<file path="config.mk">
export PLATFORM = sky130hd
export DESIGN_NAME = vec_issue_ctrl
export DESIGN_NICKNAME = d
export VERILOG_FILES = /design/src/rtl/vec_issue_ctrl.sv
export SDC_FILE = /design/constraint.sdc
export NUM_CORES = 1
export LEC_CHECK = 0
export CORE_AREA = 2 2 318 320
export DETAILED_ROUTE_END_ITERATION = 10
export DIE_AREA = 0 0 320 322
export GPL_TIMING_DRIVEN = 0
export SYNTH_ARGS = -nofsm -noshare
export SYNTH_HDL_FRONTEND = slang
export SYNTH_SLANG_ARGS = --single-unit
</file>
<file path="constraint.sdc">
create_clock -name clk -period 1.95 [get_ports clk]
set_input_delay 0.39 -clock clk [delete_from_list [all_inputs] [get_ports clk]]
set_output_delay 0.39 -clock clk [all_outputs]
set_load 0.02 [all_outputs]
</file>
<file path="src/rtl/vec_issue_ctrl.sv">
// vec_issue_ctrl: single-issue controller for a vector vand instruction.
// The FSM walks IDLE -> READ -> LOAD -> EXEC -> WB. Only one instruction is
// in flight at a time. A watchdog aborts an ALU operation that never completes.
module vec_issue_ctrl #(
   parameter int VLEN    = 128,
   parameter int TIMEOUT = 1024
) (
   input  logic            clk,
   input  logic            resetn,
   input  logic            instr_valid,
   output logic            instr_ready,
   input  logic [5:0]      instr_op,
   input  logic [4:0]      instr_vd,
   input  logic [4:0]      instr_vs1,
   input  logic [4:0]      instr_vs2,
   input  logic [2:0]      instr_vsew,
   output logic [4:0]      rf_rd_addr1,
   output logic [4:0]      rf_rd_addr2,
   input  logic [VLEN-1:0] rf_rd_data1,
   input  logic [VLEN-1:0] rf_rd_data2,
   output logic            alu_run,
   output logic [5:0]      alu_opcode,
   output logic [2:0]      alu_vsew,
   output logic [VLEN-1:0] alu_vs1,
   output logic [VLEN-1:0] alu_vs2,
   input  logic [VLEN-1:0] alu_vd,
   input  logic            alu_done,
   output logic            rf_wr_en,
   output logic [4:0]      rf_wr_addr,
   output logic [VLEN-1:0] rf_wr_data,
   output logic            busy,
   output logic            err_illegal,
   output logic            err_timeout
);

   localparam logic [5:0]       OP_VAND  = 6'b001001;
   localparam logic [2:0]       SEW_MAX  = 3'b011;
   localparam int               CNT_W    = (TIMEOUT > 2) ? $clog2(TIMEOUT) : 1;
   localparam logic [CNT_W-1:0] CNT_LAST = CNT_W'(TIMEOUT - 1);

   typedef enum logic [2:0] {
      S_IDLE,
      S_READ,
      S_LOAD,
      S_EXEC,
      S_WB
   } state_t;

   state_t            state_q, state_d;
   logic [5:0]        op_q,  op_d;
   logic [4:0]        vd_q,  vd_d;
   logic [4:0]        vs1_q, vs1_d;
   logic [4:0]        vs2_q, vs2_d;
   logic [2:0]        sew_q, sew_d;
   logic [VLEN-1:0]   opa_q, opa_d;
   logic [VLEN-1:0]   opb_q, opb_d;
   logic [VLEN-1:0]   res_q, res_d;
   logic [CNT_W-1:0]  cnt_q, cnt_d;
   logic              err_ill_q, err_ill_d;
   logic              err_to_q,  err_to_d;
   logic              legal_in;

   // Only vand at element widths up to 64 bits is executable.
   assign legal_in = (instr_op == OP_VAND) && (instr_vsew <= SEW_MAX);

   // ALU operands, result and write port come straight from the latched
   // registers, so they hold still from EXEC entry until WB has finished.
   assign alu_opcode  = op_q;
   assign alu_vsew    = sew_q;
   assign alu_vs1     = opa_q;
   assign alu_vs2     = opb_q;
   assign rf_wr_addr  = vd_q;
   assign rf_wr_data  = res_q;
   assign err_illegal = err_ill_q;
   assign err_timeout = err_to_q;

   // State register; reset wins over everything, including a live EXEC.
   always_ff @(posedge clk) begin
      if (!resetn) begin
         state_q <= S_IDLE;
      end else begin
         state_q <= state_d;
      end
   end

   // Next-state, Moore outputs and next values for the datapath registers.
   always_comb begin
      state_d     = state_q;
      op_d        = op_q;
      vd_d        = vd_q;
      vs1_d       = vs1_q;
      vs2_d       = vs2_q;
      sew_d       = sew_q;
      opa_d       = opa_q;
      opb_d       = opb_q;
      res_d       = res_q;
      cnt_d       = cnt_q;
      err_ill_d   = 1'b0;
      err_to_d    = 1'b0;
      instr_ready = 1'b0;
      busy        = 1'b1;
      alu_run     = 1'b0;
      rf_wr_en    = 1'b0;
      rf_rd_addr1 = 5'd0;
      rf_rd_addr2 = 5'd0;
      case (state_q)
         S_IDLE: begin
            instr_ready = 1'b1;
            busy        = 1'b0;
            if (instr_valid) begin
               op_d  = instr_op;
               vd_d  = instr_vd;
               vs1_d = instr_vs1;
               vs2_d = instr_vs2;
               sew_d = instr_vsew;
               if (legal_in) begin
                  state_d = S_READ;
               end else begin
                  err_ill_d = 1'b1;
               end
            end
         end
         S_READ: begin
            rf_rd_addr1 = vs1_q;
            rf_rd_addr2 = vs2_q;
            state_d     = S_LOAD;
         end
         S_LOAD: begin
            // Read data returns one cycle after the address; the address is
            // held here so the returned data stays consistent with it.
            rf_rd_addr1 = vs1_q;
            rf_rd_addr2 = vs2_q;
            opa_d       = rf_rd_data1;
            opb_d       = rf_rd_data2;
            cnt_d       = '0;
            state_d     = S_EXEC;
         end
         S_EXEC: begin
            alu_run = 1'b1;
            // Completion is checked before the watchdog so a done arriving
            // on the last allowed cycle still retires the instruction.
            if (alu_done) begin
               res_d   = alu_vd;
               state_d = S_WB;
            end else if (cnt_q == CNT_LAST) begin
               err_to_d = 1'b1;
               state_d  = S_IDLE;
            end else begin
               cnt_d = cnt_q + CNT_W'(1);
            end
         end
         S_WB: begin
            rf_wr_en = 1'b1;
            state_d  = S_IDLE;
         end
         default: begin
            state_d = S_IDLE;
         end
      endcase
   end

   // Datapath and error-pulse registers, all cleared by reset.
   always_ff @(posedge clk) begin
      if (!resetn) begin
         op_q      <= '0;
         vd_q      <= '0;
         vs1_q     <= '0;
         vs2_q     <= '0;
         sew_q     <= '0;
         opa_q     <= '0;
         opb_q     <= '0;
         res_q     <= '0;
         cnt_q     <= '0;
         err_ill_q <= 1'b0;
         err_to_q  <= 1'b0;
      end else begin
         op_q      <= op_d;
         vd_q      <= vd_d;
         vs1_q     <= vs1_d;
         vs2_q     <= vs2_d;
         sew_q     <= sew_d;
         opa_q     <= opa_d;
         opb_q     <= opb_d;
         res_q     <= res_d;
         cnt_q     <= cnt_d;
         err_ill_q <= err_ill_d;
         err_to_q  <= err_to_d;
      end
   end

endmodule

</file>
==> results of run 1 <==
-- routing by layer --
metal,share of wire (%),GRT usage (%)
met5,0.026,0
met4,2.7,4.225
met3,7.3,4.219
met2,50,25.78
met1,40,15.92
-- layout by cell type, fill, tap and decap left out, types with 4 or more instances in the layout --
| cell type | netlist | layout |
|---|---|---|
| clkbuf_2 | 0 | 8 |
| dfxtp_1 | 423 | 420 |
| buf_4 | 5 | 19 |
| a31oi_1 | 4 | 4 |
| clkbuf_16 | 0 | 50 |
| clkbuf_4 | 0 | 5 |
| dlygate4sd2_1 | 0 | 400 |
| nor2_1 | 6 | 5 |
| buf_6 | 25 | 43 |
| clkdlybuf4s50_1 | 0 | 411 |
| clkinv_2 | 0 | 12 |
| bufinv_16 | 0 | 7 |
| a21oi_1 | 415 | 415 |
| clkbuf_1 | 50 | 50 |
| and2_4 | 1 | 10 |
| buf_2 | 62 | 50 |
| nand3_1 | 11 | 11 |
| nand2_1 | 824 | 824 |
| clkbuf_8 | 0 | 5 |
-- kinds of logic after synthesis --
family,Yosys count
fa+ha+maj,1
compound gates,429
simple gates,879
flops,423
buf+inv,146
xor+xnor,1
-- worst max-delay path by stage --
| stage | from | endpoint | slack (ps) |
|---|---|---|---|
| after detailed placement | resetn | alu_vs1[54] | -1450 |
| after global placement | resetn | alu_vs1[52] | -1440 |
| final | state_q[0] | rf_rd_addr2[0] | -120 |
| after global routing | state_q[0] | rf_rd_addr2[4] | -210 |
| after CTS | state_q[1] | rf_rd_addr2[4] | -330 |
| after floorplan | cnt_q[0] | cnt_q[2] | 260 |
-- flip-flops by register name (all words and copies together), names as in the netlist, 5 cells and up --
| name | flops |
|---|---|
| alu_vs1 | 128 |
| alu_vs2 | 128 |
| rf_wr_data | 128 |
| cnt_q | 10 |
| alu_opcode | 6 |
| rf_wr_addr | 5 |
| vs1_q | 5 |
| vs2_q | 5 |
-- repair_timing --
action	4_1_cts	5_1_grt
setup endpoints to repair	805	140
gates resized for setup	527	24
pin swaps	3	11
setup buffers	12	1
gates cloned	1	0
-- layout make-up --
class / count / area, µm²
clock buffers: 66 / 1361
well taps: 1298 / 1624
multi-input cells: 1310 / 5742
clock inverters: 25 / 352.8
plain buffers: 139 / 864.6
flip-flops and latches: 423 / 8479
repair buffers: 839 / 7904
inverters: 4 / 16.27
diodes: 3 / 7.507
fillers: 10940 / 73210
-- worst max-delay path, cell delays in order (launching register included) --
cell and delay [ps]:
dfxtp_4 370, xnor2_4 150, nor2_4 160, buf_8 140, and2_4 140, buf_6 110
-- power breakdown --
group	internal, W	switching [W]
clock network	0.00587	0.00402
registers	0.00868	0.0000225
logic	0.000822	0.000505
-- Yosys cell counts (all sizes together) (2+ instances only) --
cell      n  area [µm²]
a21oi   415        2077
a31oi     4       25.02
and2     13       83.83
and3      3       18.77
buf      92       629.4
clkbuf   50       187.7
dfxtp   423        8468
inv       3       11.26
nand2   825        3099
nand3    11       55.05
nand4     2       18.77
nor2      6       22.52
nor3      2       15.01
nor3b     2       20.02
nor4b     2       17.52
o211ai    2       15.01
o21ai     2       10.01
o221a     2       22.52
or3       2       12.51
or4       3       22.52
-- metrics by stage --
stage	util, %	worst slack [ps]	setup TNS [ps]
4_1_cts	26.41	-328.2	-3699
5_1_grt	26.46	-206.5	-2404
6_report	26.47	-121.7	-1190
3_5_place_dp	24.95	-1446	-348030
2_1_floorplan	-	262.1	0
3_3_place_gp	24.95	-1442	-353470
==> out/results.tsv, run 1 <==
metric	value	unit
initial_utilization	15.03	%
r2r-end	alu_vs2[27]	
power_density	756.1	mW/mm²
ant_nets	0	
synthMuxAreaShare	0	%
antenna_found_initial	9	
rsz0062_at_grt	yes	
drcViolationCount	0	
violations	negative setup slack	
critical_path_class	reg -> out	
worstSkewPairLatency	620	ps
final_nets	3180	
hpwl	61520	µm
synth_compound_area_share	14.62	%
track_usage	14.21	%
drive_above_1_share	8.375	%
fp.dieW	320	µm
syn_area_per_cell	7.964	µm²
cp.required	1560	ps
holdPathStages	3	
root_buffer	clkbuf_16	
final_cells	4107	
ff2ff_path_depth	7	
relSlewSlack	51.10	%
critPathMaxFanout	5	
outcome	finished, violations left	
cts_tree	yes	
finalMaxSlewViolations	0	
crit_path_end_kind	output port	
worst_ir_drop_vdd	0.6730	mV
vias	16050	
worst_pin_slew	733.5	ps
setup_viol	13	
synthesis.instances	1879	
die_area	0.1030	mm²
ys_seq_area_share	56.59	%
grt_pass1_vias	15560	
port_buffers	825	
synthesis.nets	2292	
cap_viol_max_count	0	
fin_ws	-121.7	ps
design_area	0.02635	mm²
coreArea	0.09957	mm²
hold_buffers	0	
synthXorXnorAreaFrac	0.05853	%
leakagePower	10.87	nW
total_power	0.01993	W
dp_cells	4002	
r2r_start	state_q[2]	
grt_overflow	0	
fin_crit	2072	ps
holdPathEnd	alu_vs1[21]	
hold_viol	0	
cts.sinks	423	
finalCritPeriodShare	106.2	%
r2r_slack	90	ps
yosysWarnings	0	
area_growth	76.10	%
cts-buffers-inserted	50	
synth-edff-count	0	
wl_per_cell	18.85	µm
max_clock_freq	482.7	MHz
num_rows	116	
routed_via_density	3.907	
clk_pin_slew	60	ps
async_flop_share	0	%
clockBufferDepth	3	
synth_top_family_by_area	simple AND/OR/NAND/NOR gates	
h-tree-depth	2	
hold_start	rf_rd_data1[21]	
gp_congestion	0.8245	
synth_flop_cell	dfxtp_1	
holdWs	312.3	ps
clock_skew	19.84	ps
firstDrtPassIters	5	
synthAdderAreaFrac	0.08361	%
wl	77400	µm
initialDrtViolationCount	729	
ys_ff_latch	423	
die_y	322	µm
worstHoldPathType	in -> reg	
start_kind	register	
synth-simple-area-share	23.09	%
pin_count	826	
arrival	1680	ps
syn_area	0.01496	mm²
grt_max_degree	15	
dpl_cell_area	0.02485	mm²
grt_pass1_wl	107700	µm
ys_types	42	
Note: power is estimated with default switching activity, not from simulation.
==> inputs of run 2 (changes only) <==
--- a/config.mk
+++ b/config.mk
@@ -12,3 +12,4 @@
 export SYNTH_ARGS = -nofsm -noshare
 export SYNTH_HDL_FRONTEND = slang
 export SYNTH_SLANG_ARGS = --single-unit
+export TNS_END_PERCENT = 30
==> results of run 2 <==
No change in the layout: final DEF, timing and power equal those of run 1.
==> inputs of run 3 (changes only) <==
--- a/config.mk
+++ b/config.mk
@@ -5,6 +5,8 @@
 export SDC_FILE = /design/constraint.sdc
 export NUM_CORES = 1
 export LEC_CHECK = 0
+export ABC_CLOCK_PERIOD_IN_PS = 1950
+export CAP_MARGIN = 20
 export CORE_AREA = 2 2 318 320
 export DETAILED_ROUTE_END_ITERATION = 10
 export DIE_AREA = 0 0 320 322
==> run 3 against run 2 <==
The run still ends with negative setup slack left. Total power is 1.5% lower. Fmax is 0.34% higher. Worst hold slack better by 8.7 ps. Non-clock buffer count is 5 higher. Worst setup slack better by 7.0 ps. Die area stayed put. Global-route usage is 0.069 points higher. Design area is 0.16% higher. Routed wire length is 0.35% higher. Sequential cell count stayed put. Critical path type unchanged.
==> out/results.tsv, run 3 (synthesis gave the netlist of run 1 again) <==
metric	value	unit	change
outcome	finished, violations left		
violations	negative setup slack		
holdWs	320.9	ps	+8.653 ps
finalCritPeriodShare	105.9	%	-0.36 points
worst_ir_drop_vdd	0.5264	mV	-22%
setup_viol	12		-1
fin_setup_tns	-1041	ps	+148.1 ps
design_area	0.02639	mm²	+0.16%
critical_path_class	reg -> out		
drcViolationCount	0		unchanged
port_buffers	825		unchanged
clock_skew	11.18	ps	-8.663 ps
fp.dieW	320	µm	unchanged
worst_pin_slew	740.3	ps	+6.763 ps
pin_count	826		unchanged
leakagePower	10.89	nW	+0.19%
drive_above_1_share	8.366	%	-0.0089 points
relSlewSlack	50.65	%	-0.45 points
ant_nets	0		unchanged
worstHoldPathType	in -> reg		
fin_ws	-114.8	ps	+6.960 ps
final_nets	3184		+0.13%
holdPathStages	3		unchanged
initialDrtViolationCount	745		+2.2%
area_growth	76.38	%	
power_density	744.0	mW/mm²	-1.6%
critPathMaxFanout	5		unchanged
gp_congestion	0.8245		unchanged
cts_tree	yes		
worstSkewPairLatency	610	ps	about the same
grt_max_degree	14		-1
vias	16040		-0.025%
num_rows	116		unchanged
cp.required	1560	ps	about the same
routed_via_density	3.905		about the same
hpwl	61760	µm	+0.39%
cts-buffers-inserted	49		-2.0%
die_area	0.1030	mm²	unchanged
rsz0062_at_grt	yes		
r2r_slack	100	ps	about the same
coreArea	0.09957	mm²	unchanged
firstDrtPassIters	7		+2
r2r_start	state_q[0]		
r2r-end	alu_vs2[121]		
cap_viol_max_count	0		unchanged
fin_crit	2065	ps	-6.960 ps
fin_util	26.51	%	+0.043 points
antenna_found_initial	8		-1
start_kind	register		
grt_overflow	0		unchanged
final_cell_mix	nand2_1 (823), dfxtp_1 (420), a21oi_1 (415)		
h-tree-depth	2		unchanged
max_clock_freq	484.3	MHz	+0.34%
initial_utilization	15.03	%	unchanged
hold_viol	0		unchanged
fillers	10910		-0.27%
grt_pass1_vias	15640		+0.48%
grt_pass1_wl	108000	µm	+0.27%
holdPathEnd	rf_wr_data[28]		
clk_pin_slew	60	ps	about the same
clockBufferDepth	3		unchanged
hold_start	alu_vd[28]		
die_y	322	µm	unchanged
mostFrequentLayoutCell	nand2_1		
arrival	1670	ps	about the same
wl_per_cell	18.91	µm	+0.32%
wl	77670	µm	+0.35%
dpl_worst_slack	-1128	ps	+317.6 ps
dpl_cell_area	0.02488	mm²	+0.12%
cts.sinks	423		unchanged
track_usage	14.28	%	+0.069 points
ff2ff_path_depth	7		unchanged
crit_path_end_kind	output port		
finalMaxSlewViolations	0		unchanged
root_buffer	clkbuf_16		
run 3: power by group:
part,switching [W],leakage (nW),internal (W)
Clock,0.00396,0.800,0.00564
Combinational,0.000505,6.67,0.000828
Sequential,0.0000221,3.41,0.00868
run 3: how the worst max path moves through the flow:
stage	from	endpoint	slack, ps	cells past startpoint
detailed placement	resetn	alu_vs2[1]	-1130	5
global route	state_q[0]	rf_rd_addr2[4]	-210	5
floorplan	cnt_q[0]	cnt_q[2]	260	6
global placement	resetn	alu_vs1[52]	-1440	5
CTS	state_q[1]	rf_rd_addr2[4]	-330	6
finish	state_q[0]	rf_rd_addr2[4]	-110	5
run 3: worst max-delay path, stage by stage (launching register included):
cell	delay, ps
dfxtp_4	370
xnor2_4	150
nor2_4	150
buf_8	140
and2_4	140
buf_6	110
run 3: layer usage:
metal / part of all wire, % / up-vias / global-route usage (%)
met5: 0.014 / - / 0
met4: 2.4 / 2 / 4.017
met3: 8.4 / 99 / 4.848
met2: 51 / 599 / 26.01
met1: 39 / 7489 / 15.63
li1: - / 7852 / -
run 3: through the flow:
| stage | power (W) | std cells |
|---|---|---|
| 2_1_floorplan | 0.009149 | 1879 |
| 3_3_place_gp | 0.01025 | 4002 |
| 3_5_place_dp | 0.01026 | 4004 |
| 4_1_cts | 0.01998 | 4106 |
| 5_1_grt | 0.02035 | 4107 |
| 6_report | 0.01964 | 4108 |
run 3: final cells by class:
type | count | area (µm²) | area share, %
inverters | 4 | 16.27 | 0.06163
well taps | 1298 | 1624 | 6.153
clock inverters | 13 | 196.4 | 0.7442
diodes | 1 | 2.502 | 0.009481
multi-input cells | 1310 | 5744 | 21.76
flip-flops and latches | 423 | 8479 | 32.13
clock buffers | 76 | 1448 | 5.485
plain buffers | 138 | 908.4 | 3.442
repair buffers | 845 | 7975 | 30.22
run 3: repair_timing:
action                                  4_1_cts  5_1_grt
cloned                                        1        0
hold buffers                                  0        0
setup buffers                                13        5
endpoints found under the setup margin      834      254
pin swaps                                     3       13
gates resized for setup                     547       21
